File: config.mk
export PLATFORM = sky130hd
export DESIGN_NAME = seq_multiplier
export DESIGN_NICKNAME = d
export VERILOG_FILES = /design/src/rtl/seq_multiplier.sv
export SDC_FILE = /design/constraint.sdc
export NUM_CORES = 1
export LEC_CHECK = 0
export CAP_MARGIN = 20
export CORE_MARGIN = 5
export CORE_UTILIZATION = 40
export CTS_CLUSTER_SIZE = 16
export DETAILED_ROUTE_END_ITERATION = 12
export REMOVE_ABC_BUFFERS = 1
export SYNTH_ARGS = -nofsm -noshare
export SYNTH_HDL_FRONTEND = slang
export SYNTH_SLANG_ARGS = --single-unit
File: constraint.sdc
create_clock -name CLK -period 3.3 [get_ports CLK]
set_input_delay 0.33 -clock CLK [delete_from_list [all_inputs] [get_ports CLK]]
set_output_delay 0.33 -clock CLK [all_outputs]
set_load 0.01 [all_outputs]
File: src/rtl/seq_multiplier.sv
// Iterative unsigned shift-add multiplier feeding the register-file write port.
// One multiplier bit is consumed per RUN cycle; the product is written back in a single DONE cycle.
module seq_multiplier #(
    parameter int WIDTH  = 8,
    parameter int ADDR_W = 3
) (
    input  logic              CLK,
    input  logic              RESET,
    input  logic              START,
    input  logic [WIDTH-1:0]  DATA1,
    input  logic [WIDTH-1:0]  DATA2,
    input  logic [ADDR_W-1:0] DESTADDR,
    output logic [WIDTH-1:0]  RESULT,
    output logic              OVF,
    output logic [ADDR_W-1:0] WRADDR,
    output logic              WRITE,
    output logic              BUSY
);
    localparam int CNT_W = $clog2(WIDTH + 1);
    localparam logic [CNT_W-1:0] LAST_CNT = CNT_W'(WIDTH - 1);

    typedef enum logic [1:0] {IDLE, RUN, DONE} state_t;

    state_t                 state_reg, state_next;
    logic [2*WIDTH-1:0]     acc_reg, acc_next;
    logic [2*WIDTH-1:0]     mcand_reg, mcand_next;
    logic [WIDTH-1:0]       mplier_reg, mplier_next;
    logic [CNT_W-1:0]       cnt_reg, cnt_next;
    logic [ADDR_W-1:0]      dest_reg, dest_next;
    logic [WIDTH-1:0]       result_reg, result_next;
    logic                   ovf_reg, ovf_next;
    logic [ADDR_W-1:0]      wraddr_reg, wraddr_next;
    logic                   write_reg, write_next;
    logic                   busy_reg, busy_next;
    logic [2*WIDTH-1:0]     sum;

    // Partial sum including this cycle's multiplier bit; on the last RUN edge it is the full product.
    assign sum = acc_reg + (mplier_reg[0] ? mcand_reg : '0);

    always_comb begin
        state_next  = state_reg;
        acc_next    = acc_reg;
        mcand_next  = mcand_reg;
        mplier_next = mplier_reg;
        cnt_next    = cnt_reg;
        dest_next   = dest_reg;
        result_next = result_reg;
        ovf_next    = ovf_reg;
        wraddr_next = wraddr_reg;
        write_next  = 1'b0;
        busy_next   = 1'b0;
        case (state_reg)
            IDLE: begin
                if (START) begin
                    mcand_next  = {{WIDTH{1'b0}}, DATA1};
                    mplier_next = DATA2;
                    dest_next   = DESTADDR;
                    acc_next    = '0;
                    cnt_next    = '0;
                    busy_next   = 1'b1;
                    state_next  = RUN;
                end
            end
            RUN: begin
                busy_next   = 1'b1;
                acc_next    = sum;
                mcand_next  = mcand_reg << 1;
                mplier_next = mplier_reg >> 1;
                cnt_next    = cnt_reg + 1'b1;
                if (cnt_reg == LAST_CNT) begin
                    result_next = sum[WIDTH-1:0];
                    ovf_next    = |sum[2*WIDTH-1:WIDTH];
                    wraddr_next = dest_reg;
                    write_next  = 1'b1;
                    state_next  = DONE;
                end
            end
            DONE: begin
                state_next = IDLE;
            end
            default: begin
                state_next = IDLE;
            end
        endcase
    end

    always_ff @(posedge CLK) begin
        if (RESET) begin
            state_reg  <= IDLE;
            acc_reg    <= '0;
            mcand_reg  <= '0;
            mplier_reg <= '0;
            cnt_reg    <= '0;
            dest_reg   <= '0;
            result_reg <= '0;
            ovf_reg    <= 1'b0;
            wraddr_reg <= '0;
            write_reg  <= 1'b0;
            busy_reg   <= 1'b0;
        end else begin
            state_reg  <= state_next;
            acc_reg    <= acc_next;
            mcand_reg  <= mcand_next;
            mplier_reg <= mplier_next;
            cnt_reg    <= cnt_next;
            dest_reg   <= dest_next;
            result_reg <= result_next;
            ovf_reg    <= ovf_next;
            wraddr_reg <= wraddr_next;
            write_reg  <= write_next;
            busy_reg   <= busy_next;
        end
    end

    assign RESULT = result_reg;
    assign OVF    = ovf_reg;
    assign WRADDR = wraddr_reg;
    assign WRITE  = write_reg;
    assign BUSY   = busy_reg;
endmodule

=== After elaboration in Yosys (flattened, before gate mapping) ===
Cells that the tools add are included.

* $add $sub $neg: 2
* Equality and inequality tests: 4
* Mux-type cells: 15
* Bitwise gates (word level): 1
* Reductions and logical operators: 8

{| class="wikitable"
|+ Operators by type and width
! cell !! count
|-
| $pmux 16 s2 || 2
|-
| $mux 16 || 3
|-
| $add 16x16->16 || 1
|-
| $pmux 8 s2 || 1
|-
| $mux 8 || 1
|-
| $pmux 4 s2 || 1
|-
| $reduce_and 2->1 || 4
|-
| $reduce_or 8->1 || 1
|-
| $add 4x1->4 const B || 1
|-
| $eq 4x3->1 const B || 1
|-
| $mux 2 || 2
|-
| $mux 4 || 1
|-
| $ne 2x2->1 const B || 2
|-
| $pmux 2 s2 || 1
|-
| $eq 2x1->1 const B || 1
|-
| $logic_not 2->1 || 1
|-
| $mux 1 || 2
|-
| $pmux 1 s2 || 1
|-
| $reduce_bool 2->1 || 1
|-
| $reduce_or 2->1 || 1
|-
| $not 1->1 || 1
|}

* Flip-flop bits (word level): 63
* Output and inout port bits: 14
* Logic and storage cells: 41

=== Depth between registers and ports, before layout ===
* Depth after elaboration: 3
* Mapped depth: 11
* Gate-level depth less buffers: 10

=== Least setup slack after synthesis ===
OpenSTA, ideal clock, no wires.

* Path type: register -> register
* From: reg mplier_reg[0]
* To: reg ovf_reg (netlist: OVF)
* Setup time: 0.122 ns
* Arrival time: 2.577 ns
* Data required time: 3.178 ns
* Path slack: 0.601 ns
* Cell stages (with the launch flop): 12
* Buffers on the path: 1
* Path through: dfxtp_1 -> clkbuf_1 -> and2_1 -> ha_1 -> fa_1 -> a21oi_1 -> o211ai_1 -> a31oi_1 -> xor2_1 -> or3b_1 -> nor4_2 -> a21oi_1

* Cells in the longest elaborated chain, start to end: 3

{| class="wikitable"
|+ RTL lines
! element !! line !! RTL
|-
| from (decl) || 27 || <nowiki>logic [WIDTH-1:0] mplier_reg, mplier_next;</nowiki>
|-
| from (signal assigned) || 104 || <nowiki>mplier_reg <= mplier_next;</nowiki>
|-
| $mux 16 || 38 || <nowiki>assign sum = acc_reg + (mplier_reg[0] ? mcand_reg : '0);</nowiki>
|-
| $add 16x16->16 || 38 ||
|-
| $reduce_or 8->1 || 72 || <nowiki>ovf_next = |sum[2*WIDTH-1:WIDTH];</nowiki>
|-
| to (signal assigned) || 108 || <nowiki>ovf_reg <= ovf_next;</nowiki>
|-
| to (decl) || 31 || <nowiki>logic ovf_reg, ovf_next;</nowiki>
|}

No other way between the ends.
A chain may end at the register's enable or synchronous reset.

=== Worst setup path in the final report ===
Same ends and word-level chain as after synthesis.

==> flow_metrics.env <==
export IMPL_synth_edff_count=0
export IMPL_htreeDepth=3
export IMPL_grt_max_degree=44
export IMPL_cts_setup_buffers=0
export IMPL_final_area_um2=3770
export IMPL_fmax_ghz=0.3338
export IMPL_cap_violations=0
export IMPL_routedWlPerCell_um=13.97
export IMPL_slew_viol_final=0
export IMPL_grt_use_total_pct=16.49
export IMPL_cp_common_cell="a21oi_1"
export IMPL_clk_pin_slew_ns=0.08
export IMPL_fin_worst_skew_ns=0.008536
export IMPL_cp_start_kind="flip-flop"
export IMPL_power_density_nw_per_um2=410.2
export IMPL_clkLatencyLatePin_ns=0.34
export IMPL_antenna_found_initial=0
export IMPL_die_h_um=99.07
export IMPL_final_cell_mix="nand2_1, dfxtp_1, a21oi_1"
export IMPL_tns_ns=0
export IMPL_place_area_um2=3596
export IMPL_worstSetupPathType="reg2reg"
export IMPL_period_minus_slack_ns=2.996
export IMPL_drtPass1Iterations=4
export IMPL_grt_overflow_total=0
export IMPL_crit_slowest_cell="dfxtp_1"
export IMPL_drt_initial_drc_count=88
export IMPL_synthFlopType="dfxtp_1"
export IMPL_ys_async_sr_fraction_pct=0
export IMPL_grt_pass1_vias=2815
export IMPL_cts_hold_buf=0
export IMPL_path_cells="and2_1 > ha_1 > fa_1 > a21oi_1 > o21ai_0 > a2111oi_0 > nor3_1 > xor2_1 > nor4_2 > a21oi_1"
export IMPL_vias=2878
export IMPL_hold_path_class="reg2reg"
export IMPL_fin_nets=472
export IMPL_outcome="complete, no violations"
export IMPL_pin_count=36
export IMPL_hold_violations=0
export IMPL_critPathCaptureType="flip-flop"
export IMPL_reg2reg_setup_slack_ns=0.30
export IMPL_synthCells=407
export IMPL_place_inst=524
export IMPL_place_congestion=0.9086
export IMPL_synth_seq_cells=63
export IMPL_final_core_util_pct=48.79
export IMPL_worst_path_max_fanout=17
export IMPL_dp_hpwl_um=5132
export IMPL_crit_arrival_ns=3.22
export IMPL_yosysTopAreaCellShare_pct=39.75
export IMPL_n_antenna_cell=0
export IMPL_numClockSinks=63
export IMPL_post_drt_via_cell_ratio=5.330
export IMPL_synth_cell_types=42
export IMPL_whs_ns=0.4539
export IMPL_chipWidth_um=99.07
export IMPL_yosys_warnings=0
export IMPL_port_buffers=35
export IMPL_final_common_cell="nand2_1"
export IMPL_p_leak_nw=1.389
export IMPL_cts_tree="done"
export IMPL_root_buffer="clkbuf_8"
export IMPL_final_antenna_net_count=0
export IMPL_netlist_top_cell_by_area="dfxtp_1"
export IMPL_grt_pass1_wl_um=13380
export IMPL_clockBufferDepth=2
export IMPL_slowest_delay_ns=0.47
export IMPL_vdd_drop_max_mv=0.2085
export IMPL_final_instance_count_excl_fill=540
export IMPL_setup_viol=0
export IMPL_die_area_um2=9814
export IMPL_core_area_um2=7727
export IMPL_ys_seq_area_share_pct=39.75
export IMPL_syn_area_um2=3173
export IMPL_cts_resized=0
export IMPL_crit_buf_inv=0
export IMPL_ys_top_cells_by_area="dfxtp_1, nand2_1, a21oi_1"
export IMPL_totalWireLength_um=7546
export IMPL_area_growth_syn_to_layout_pct=18.81
export IMPL_tightest_slew_ns=0.7598
export IMPL_cts_buffers=9
export IMPL_cp_top_family="compound AO/OA/AOI/OAI gates"
export IMPL_drive_gt1_share_pct=6.621
export IMPL_crit_required_ns=3.52
export IMPL_start_util_pct=41.06
export IMPL_rsz0062_at_grt="false"
export IMPL_rows=32
export IMPL_drc=0
export IMPL_relSlewSlack_pct=49.34
export IMPL_postSynthAreaPerCell_um2=7.796
export IMPL_finalCritPeriodShare_pct=90.79
==> cell families after synthesis <==
kind of cell	count (synthesis)	synth area share [%]
AOI/OAI and AO/OA	102	20.86
DFF	63	39.75
buffers and inverters	30	3.549
xor gates and xnor gates	14	3.864
and+or+nand+nor	181	25.04
adders and majority gates	17	6.940
==> final timing paths <==
| check | start | end | cells past startpoint |
|---|---|---|---|
| setup / recovery | mplier_reg[0] | OVF | 10 |
| setup reg to reg | mplier_reg[0] | OVF | 10 |
| hold reg to reg | dest_reg[0] | WRADDR[0] | 2 |
| hold / removal | dest_reg[0] | WRADDR[0] | 2 |
==> area by class of cell <==
| cell class | count | area (um^2) |
|---|---|---|
| inverter | 4 | 15.01 |
| tap | 102 | 127.6 |
| timing repair buffer | 41 | 390.4 |
| fill | 798 | 3958 |
| clock buffer | 9 | 123.9 |
| clock inverter | 7 | 50.05 |
| multi-input combinational | 314 | 1802 |
| sequential | 63 | 1261 |
==> report_power, final <==
part	total, mW	switching, mW	internal, mW
Clock	0.586	0.315	0.271
Combinational	0.154	0.0937	0.0602
Sequential	0.806	0.0204	0.786
Total	1.55	0.429	1.12
==> per-stage QoR <==
step	setup slack, ns	total power [mW]
finish	0.3040	1.546
global route	0.01376	1.634
CTS	0.3218	1.570
detailed placement	0.3405	0.9796
global placement	0.4001	0.9777
floorplan	0.6836	0.9012
==> Yosys cell counts (all sizes together), types with 2 or more instances <==
library cell,count
xnor2,10
o211ai,3
nor2,40
a21o,3
o21ai,8
a22oi,4
nor3,4
nand2,87
a2111oi,2
xor2,4
clkbuf,23
a21oi,52
a211oi,4
dfxtp,63
a31oi,4
ha,16
o22ai,2
a311oi,15
nor4,2
inv,4
and2,16
buf,3
nand3,24
==> worst register-to-register path: cells and delay by family, from the launching register on <==
| kind | cells | cell delay, ns |
|---|---|---|
| adder cells (fa/ha/maj) | 2 | 0.64 |
| flip-flops | 1 | 0.47 |
| XOR/XNOR | 1 | 0.17 |
| AND/OR/NAND/NOR | 3 | 0.62 |
| AO/OA/AOI/OAI | 4 | 0.97 |
==> routing by layer <==
metal / track usage (%) / part of all wire [%] / vias to the layer above
met5: 0 / 0 / -
met4: 7.038 / 1.9 / 0
met3: 3.468 / 2.9 / 12
met2: 26.29 / 47 / 49
met1: 21.50 / 48 / 1348
li1: - / - / 1469
(Power assumes the default switching activity.)
